`src/rtl/fetch_sequencer.sv`:
```
// fetch_sequencer: owns the fetch PC, reads the combinational instruction
// memory, buffers {pc, instr} pairs in a small FIFO and hands them to decode
// over a valid/ready handshake.
//
// state   | meaning
// --------+------------------------------------------------------------
// S_IDLE  | after reset; PC parked, waiting for start (redirects allowed)
// S_RUN   | fetching one word per cycle while the FIFO has room
// S_HALTED| fetch stopped by halt or out-of-range PC; FIFO still drains
//
// Optional build macro: FETCH_PERF_EN adds perf_fetched / perf_flushed
// counters and their output ports.
module fetch_sequencer #(
    parameter logic [31:0] RESET_PC   = 32'h0000_0000,
    parameter int          DEPTH      = 2,
    parameter int          IMEM_WORDS = 64
) (
    input  logic        clk,
    input  logic        rst_n,
    input  logic        start,
    input  logic        halt,
    input  logic        redir_valid,
    input  logic [31:0] redir_pc,
    output logic [31:0] imem_pc,
    input  logic [31:0] imem_data,
    output logic        dec_valid,
    input  logic        dec_ready,
    output logic [31:0] dec_instr,
    output logic [31:0] dec_pc,
    output logic        busy,
    output logic        err_range,
    output logic        err_align
`ifdef FETCH_PERF_EN
    ,
    output logic [31:0] perf_fetched,
    output logic [31:0] perf_flushed
`endif
);

    localparam int          PW       = $clog2(DEPTH);
    localparam int          CW       = PW + 1;
    localparam logic [31:0] PC_LIMIT = 32'(IMEM_WORDS * 4);

    typedef enum logic [1:0] {
        S_IDLE,
        S_RUN,
        S_HALTED
    } state_t;

    state_t          state;
    state_t          state_next;
    logic [31:0]     pc;
    logic [31:0]     fifo_pc    [DEPTH];
    logic [31:0]     fifo_instr [DEPTH];
    logic [PW-1:0]   rd_ptr;
    logic [PW-1:0]   wr_ptr;
    logic [CW-1:0]   count;

    logic            pop;
    logic            room;
    logic            in_range;
    logic            push;
    logic            flush;
    logic            range_hit;

    assign pop      = (count != '0) && dec_ready;
    // A full FIFO still accepts a push when the head leaves on the same edge.
    assign room     = (count != CW'(DEPTH)) || pop;
    assign in_range = (pc < PC_LIMIT);

    // State register.
    always_ff @(posedge clk) begin
        if (!rst_n) state <= S_IDLE;
        else        state <= state_next;
    end

    // Next state and per-edge fetch/flush decisions; halt outranks redirect,
    // which outranks start and fetch.
    always_comb begin
        state_next = state;
        push       = 1'b0;
        flush      = 1'b0;
        range_hit  = 1'b0;
        case (state)
            S_IDLE: begin
                if (halt)             state_next = S_HALTED;
                else if (redir_valid) flush = 1'b1;
                else if (start)       state_next = S_RUN;
            end
            S_RUN: begin
                if (halt)             state_next = S_HALTED;
                else if (redir_valid) flush = 1'b1;
                else if (room) begin
                    if (in_range) begin
                        push = 1'b1;
                    end else begin
                        range_hit  = 1'b1;
                        state_next = S_HALTED;
                    end
                end
            end
            default: ;
        endcase
    end

    // PC, FIFO storage/pointers and sticky error flags.
    always_ff @(posedge clk) begin
        if (!rst_n) begin
            pc        <= RESET_PC;
            rd_ptr    <= '0;
            wr_ptr    <= '0;
            count     <= '0;
            err_range <= 1'b0;
            err_align <= 1'b0;
            for (int i = 0; i < DEPTH; i++) begin
                fifo_pc[i]    <= '0;
                fifo_instr[i] <= '0;
            end
        end else if (flush) begin
            // Flush wins over any pop on the same edge.
            rd_ptr    <= '0;
            wr_ptr    <= '0;
            count     <= '0;
            pc        <= {redir_pc[31:2], 2'b00};
            err_align <= err_align | (|redir_pc[1:0]);
        end else begin
            if (push) begin
                fifo_pc[wr_ptr]    <= pc;
                fifo_instr[wr_ptr] <= imem_data;
                wr_ptr             <= wr_ptr + 1'b1;
                pc                 <= pc + 32'd4;
            end
            if (pop) rd_ptr <= rd_ptr + 1'b1;
            case ({push, pop})
                2'b10:   count <= count + CW'(1);
                2'b01:   count <= count - CW'(1);
                default: count <= count;
            endcase
            if (range_hit) err_range <= 1'b1;
        end
    end

`ifdef FETCH_PERF_EN
    // Fetch and flush statistics, free-running and wrapping.
    always_ff @(posedge clk) begin
        if (!rst_n) begin
            perf_fetched <= '0;
            perf_flushed <= '0;
        end else begin
            if (push)  perf_fetched <= perf_fetched + 32'd1;
            if (flush) perf_flushed <= perf_flushed + 32'(count);
        end
    end
`endif

    assign imem_pc   = pc;
    assign dec_valid = (count != '0);
    assign dec_instr = fifo_instr[rd_ptr];
    assign dec_pc    = fifo_pc[rd_ptr];
    assign busy      = (state == S_RUN);

endmodule

```
`config.mk`:
```
export PLATFORM = sky130hd
export DESIGN_NAME = fetch_sequencer
export DESIGN_NICKNAME = d
export VERILOG_FILES = /design/src/rtl/fetch_sequencer.sv
export SDC_FILE = /design/constraint.sdc
export NUM_CORES = 1
export LEC_CHECK = 0
export CAP_MARGIN = 20
export CELL_PAD_IN_SITES_DETAIL_PLACEMENT = 0
export CELL_PAD_IN_SITES_GLOBAL_PLACEMENT = 1
export CORE_AREA = 8 8 205 109
export DETAILED_ROUTE_END_ITERATION = 8
export DIE_AREA = 0 0 213 117
export GPL_ROUTABILITY_DRIVEN = 0
export PLACE_DENSITY_LB_ADDON = 0.1
export SLEW_MARGIN = 25
export SYNTH_ARGS = -nofsm -noshare
export SYNTH_HDL_FRONTEND = slang
export SYNTH_SLANG_ARGS = --single-unit
```
`constraint.sdc`:
```
create_clock -name clk -period 3.7 [get_ports clk]
set_input_delay 0.74 -clock clk [delete_from_list [all_inputs] [get_ports clk]]
set_output_delay 0.74 -clock clk [all_outputs]
set_load 0.02 [all_outputs]
```
Word level (Yosys, flattened, before mapping) --
Memory sizes are Yosys's and may differ from the RTL's. A register that Yosys moved wholly into a read port is not among the register bits. Index checks and enable logic that the tools add are counted.
Storage, ports and cells: output and inout port bits 100, memories kept 2, latch bits 0, memory bits (writable) 128, flip-flop bits (word level) 40, input port bits 70, memory bits (read-only) 0, word-level logic and storage cells 81
Memory list:
- fifo_instr | words 2, bits a word 32, rd ports 1, clocked after memory_dff 1, write ports 2, RTL line 54 | logic [31:0] fifo_instr [DEPTH];
- fifo_pc | words 2, bits a word 32, rd ports 1, clocked after memory_dff 1, write ports 2, RTL line 53 | logic [31:0] fifo_pc [DEPTH];
Cells by class: equality and inequality tests 9, shifts and indexed selects 0, multiply operators 0, reduce and logical (&&, ||, !) cells 14, bitwise gates (word level) 3, magnitude comparators 1, div/mod/pow operators 0, multiplexer cells 39, add/sub/neg operators 5
Operators with widths (number):
- 32-bit two-way mux | 4
- 32-bit OR reduction | 2
- 32-bit by 3-bit adder with 32-bit output (second input constant) | 1
- 32-bit by 9-bit less-than comparator with 1-bit output (second input constant) | 1
- 1-bit two-way mux | 26
- 2-bit two-way mux | 7
- 3-bit != test (second input constant) | 4
- 2-bit one-hot mux with 2 select lines | 2
- 2-bit nonzero test | 4
- 6-bit AND reduction | 1
- 2-bit OR reduction | 3
- 2-bit by 1-bit == test with 1-bit output (second input constant) | 2
- 3-bit by 2-bit != test with 1-bit output (second input constant) | 1
- 1-bit adder (second input constant) | 2
- 2-bit by 1-bit adder with 2-bit output (second input constant) | 1
- 2-bit == test (second input constant) | 1
- 2-bit logical NOT | 1
- 2-bit != test (second input constant) | 1
- 1-bit NOT | 2
- 2-bit AND reduction | 1
- 2-bit by 1-bit subtractor with 2-bit output (second input constant) | 1
- 1-bit logical AND | 1
- 1-bit logical OR | 1
- 1-bit OR | 1

Logic depth before layout (Yosys ltp) --
word-level depth 13, mapped depth 9

Worst setup path after synthesis --
No wires, ideal clock.
path type input port to flip-flop, start input halt, end memory fifo_instr[0][0] (enable), slack -0.205 ns, cell stages on the path 7, path buffers 1, required time 3.270 ns, data arrival time 3.475 ns, path through nor3_1 > nand3_1 > nor3_4 > inv_4 > nor3_2 > buf_4 > nand2b_1
RTL lines:
- start, declared | RTL line 21 | input logic halt,
- end, declared | RTL line 54

==> impl_metrics.ini <==
[global_route]
grtUsageTotal = 0.142
grt_util_met3 = 0.0401
grt_pass1_vias = 4491
grt_max_degree = 63
met1_usage = 0.208
antenna_found_initial = 0
busiest_layer = met1
grt_pass1_wl_um = 26600
met2_usage = 0.203
grt_overflow = 0

[drt]
via_per_inst = 4.37
drt_pass1_iterations = 4
wirelength_um = 17300
drt_iter0_markers = 202
ant_nets = 0
vias = 4313
drc = 0
wl_per_cell_um = 17.5

[worst_setup_path]
start_kind = flop
r2r_start = imem_pc[31]$_SDFFE_PN0P_
worst-path-max-fanout = 62
critPathKind = reg2out
cp.required_ps = 2960
cp_data_arrival_time_ps = 2390
crit_path_end_kind = output pin

[power]
p_leak_nw = 3.45
pwr-share-clk = 0.424
seqPwrFrac = 0.484
internal_power_mw = 3.37
powerDensity_nw_per_um2 = 454
sw_frac_of_total = 0.217
combPwrFrac = 0.092
power_mw = 4.30
p_sw_mw = 0.934
vdd_drop_max_mv = 0.270

[timing]
worst_pin_slew_ps = 885
drv_slew = 0
min_period_ps = 3130
hold_viol_final = 0
slew_headroom = 0.410
max_freq_ghz = 0.320
finClkSkew_ps = 11.2
rsz0062_at_grt = false
setup_viol = 0
fin_crit_sh = 0.845
setup_tns_ps = 0

[yosys]
netlist_area_um2 = 6680
synth_seq_area_share = 0.674
synth-seq-cells = 163
syn_avg_cell_area_um2 = 13.8
syn_inst = 485
yosys_warnings = 0
ys.flop_type = edfxtp_1
synth_edf_count = 124
synth_cell_type_count = 40
async_reset_ff_frac = 0

[floorplan]
core_area_um2 = 19800
start_util = 0.338
die_area_um2 = 24900
placementRows = 37
pin_count = 170
die_y_um = 117
die_width_um = 213

[clock_network]
clk_path_buf_depth = 2
cts_made_buffers = 17
h-tree-depth = 4
insertion_delay_ps = 410
clock_tree.root_cell = clkbuf_16
cts_tree = done
cts_hold_buf = 0
cts_setup_buffers = 0
clkTransAtPathRegs_ps = 70
cts_resized = 0
clock_sinks = 163

[cells_and_area]
finalInstanceArea_um2 = 9480
nets = 774
drive_above_1_share = 0.164
fin_cells = 988
final_core_util = 0.480
n_antenna_cell = 0
syn_to_final_growth_pct = 41.8

[worst_hold_path]
min_from = err_align$_SDFFE_PN0P_
hp-class = reg2reg

[job]
cap_violations = 0

[placed_design]
dp_cells = 956
post-dp-hpwl_um = 12500
postPlaceCellArea_um2 = 8860
portBuffers = 165

[outcome]
status = complete, no violations
==> cell usage in the layout (no fill, tap or decap), types with 2 or more instances in the layout <==
cell type,count
conb_1,52
dfxtp_1,38
buf_4,6
clkbuf_16,17
o21ai_0,7
clkinv_4,4
edfxtp_1,124
a21oi_1,30
nand3_1,5
xnor2_1,6
clkinv_1,2
nor3_1,3
inv_1,5
buf_12,4
nor4_2,4
nor2_1,9
clkdlybuf4s50_1,165
clkinv_2,4
ha_1,2
nor4_1,6
nor3_4,3
and3_1,3
nand2_1,54
mux2_2,62
nand2b_4,2
and2_1,76
bufinv_16,4
==> synth_stat cells, types with 2 or more instances <==
master / n / area [um2]
buf_6: 4 / 45.0
clkbuf_2: 2 / 10.0
nor4_2: 4 / 50.1
ha_1: 2 / 25.0
nor3_2: 2 / 20.0
buf_4: 6 / 45.0
nand2b_1: 2 / 12.5
nor3_1: 3 / 15.0
and2_1: 76 / 475
and3_1: 3 / 18.8
nand2_1: 54 / 203
o21ai_0: 7 / 35.0
nor2_1: 9 / 33.8
inv_1: 5 / 18.8
mux2_2: 62 / 698
xnor2_1: 6 / 52.6
dfxtp_1: 39 / 781
a21oi_1: 30 / 150
nor4_1: 6 / 37.5
clkbuf_1: 16 / 60.1
nand3_1: 5 / 25.0
edfxtp_1: 124 / 3720
==> per-layer routing <==
layer  up-vias  part of all wire
li1       2116                 -
met1      2086              0.51
met2       104              0.42
met3         7             0.064
met4         0            0.0055
met5         -                 0
==> through the flow <==
| step | setup WS [ps] | hold WS, ps |
|---|---|---|
| after detailed placement | 507 | 444 |
| after floorplan | 516 | 468 |
| after global placement | 539 | 435 |
| after global routing | 450 | 481 |
| final | 574 | 452 |
| after CTS | 500 | 455 |
==> final timing paths <==
check                            endpoint  slack [ps]  cells past startpoint
max reg2reg  fifo_pc[0][28]$_SDFFCE_PN0P_        1100                      7
max                          dec_instr[1]         570                      2
min                err_align$_SDFFE_PN0P_         450                      2
min reg2reg        err_align$_SDFFE_PN0P_         450                      2
==> area by class of cell <==
type | instances | area [um2]
Clock buffer | 17 | 425
Clock inverter | 15 | 190
Multi-Input combinational cell | 339 | 2210
Inverter | 6 | 25.0
Timing Repair Buffer | 175 | 1780
Fill cell | 1777 | 10300
Sequential cell | 163 | 4510
Tap cell | 273 | 342
==> power by group through the flow <==
stage | sequential (mW) | clock (mW) | combinational (mW)
final | 2.08 | 1.82 | 0.396
after global placement | 2.12 | 0 | 0.397
after floorplan | 2.13 | 0 | 0.157
after CTS | 2.08 | 1.87 | 0.402
after detailed placement | 2.12 | 0 | 0.399
after global routing | 2.09 | 1.96 | 0.427
==> worst max-delay path, stage by stage, from the launching register on <==
cell	delay [ps]
dfxtp_4	910
mux2_2	450
clkdlybuf4s50_1	560
==> registers in the layout, indices dropped and copies added, names as in the netlist, named ones only <==
| name | flops |
|---|---|
| err_range | 1 |
| wr_ptr | 1 |
| fifo_pc | 60 |
| imem_pc | 30 |
| rd_ptr | 1 |
| count | 2 |
| err_align | 1 |
| fifo_instr | 64 |
| state | 2 |
==> cells by family (layout without fill, tap and decap cells) <==
kind of cell | count (synthesis) | after routing | synth area share
muxes | 63 | 63 | 0.106
other | 1 | 52 | 0.000561
buffers and inverters | 34 | 213 | 0.0277
AOI/OAI and AO/OA | 45 | 45 | 0.0373
and+or+nand+nor | 170 | 170 | 0.142
adders and majority gates | 2 | 2 | 0.00374
DFF | 163 | 163 | 0.674
xor gates and xnor gates | 7 | 7 | 0.00917
Power figures use the tool's default switching activity.
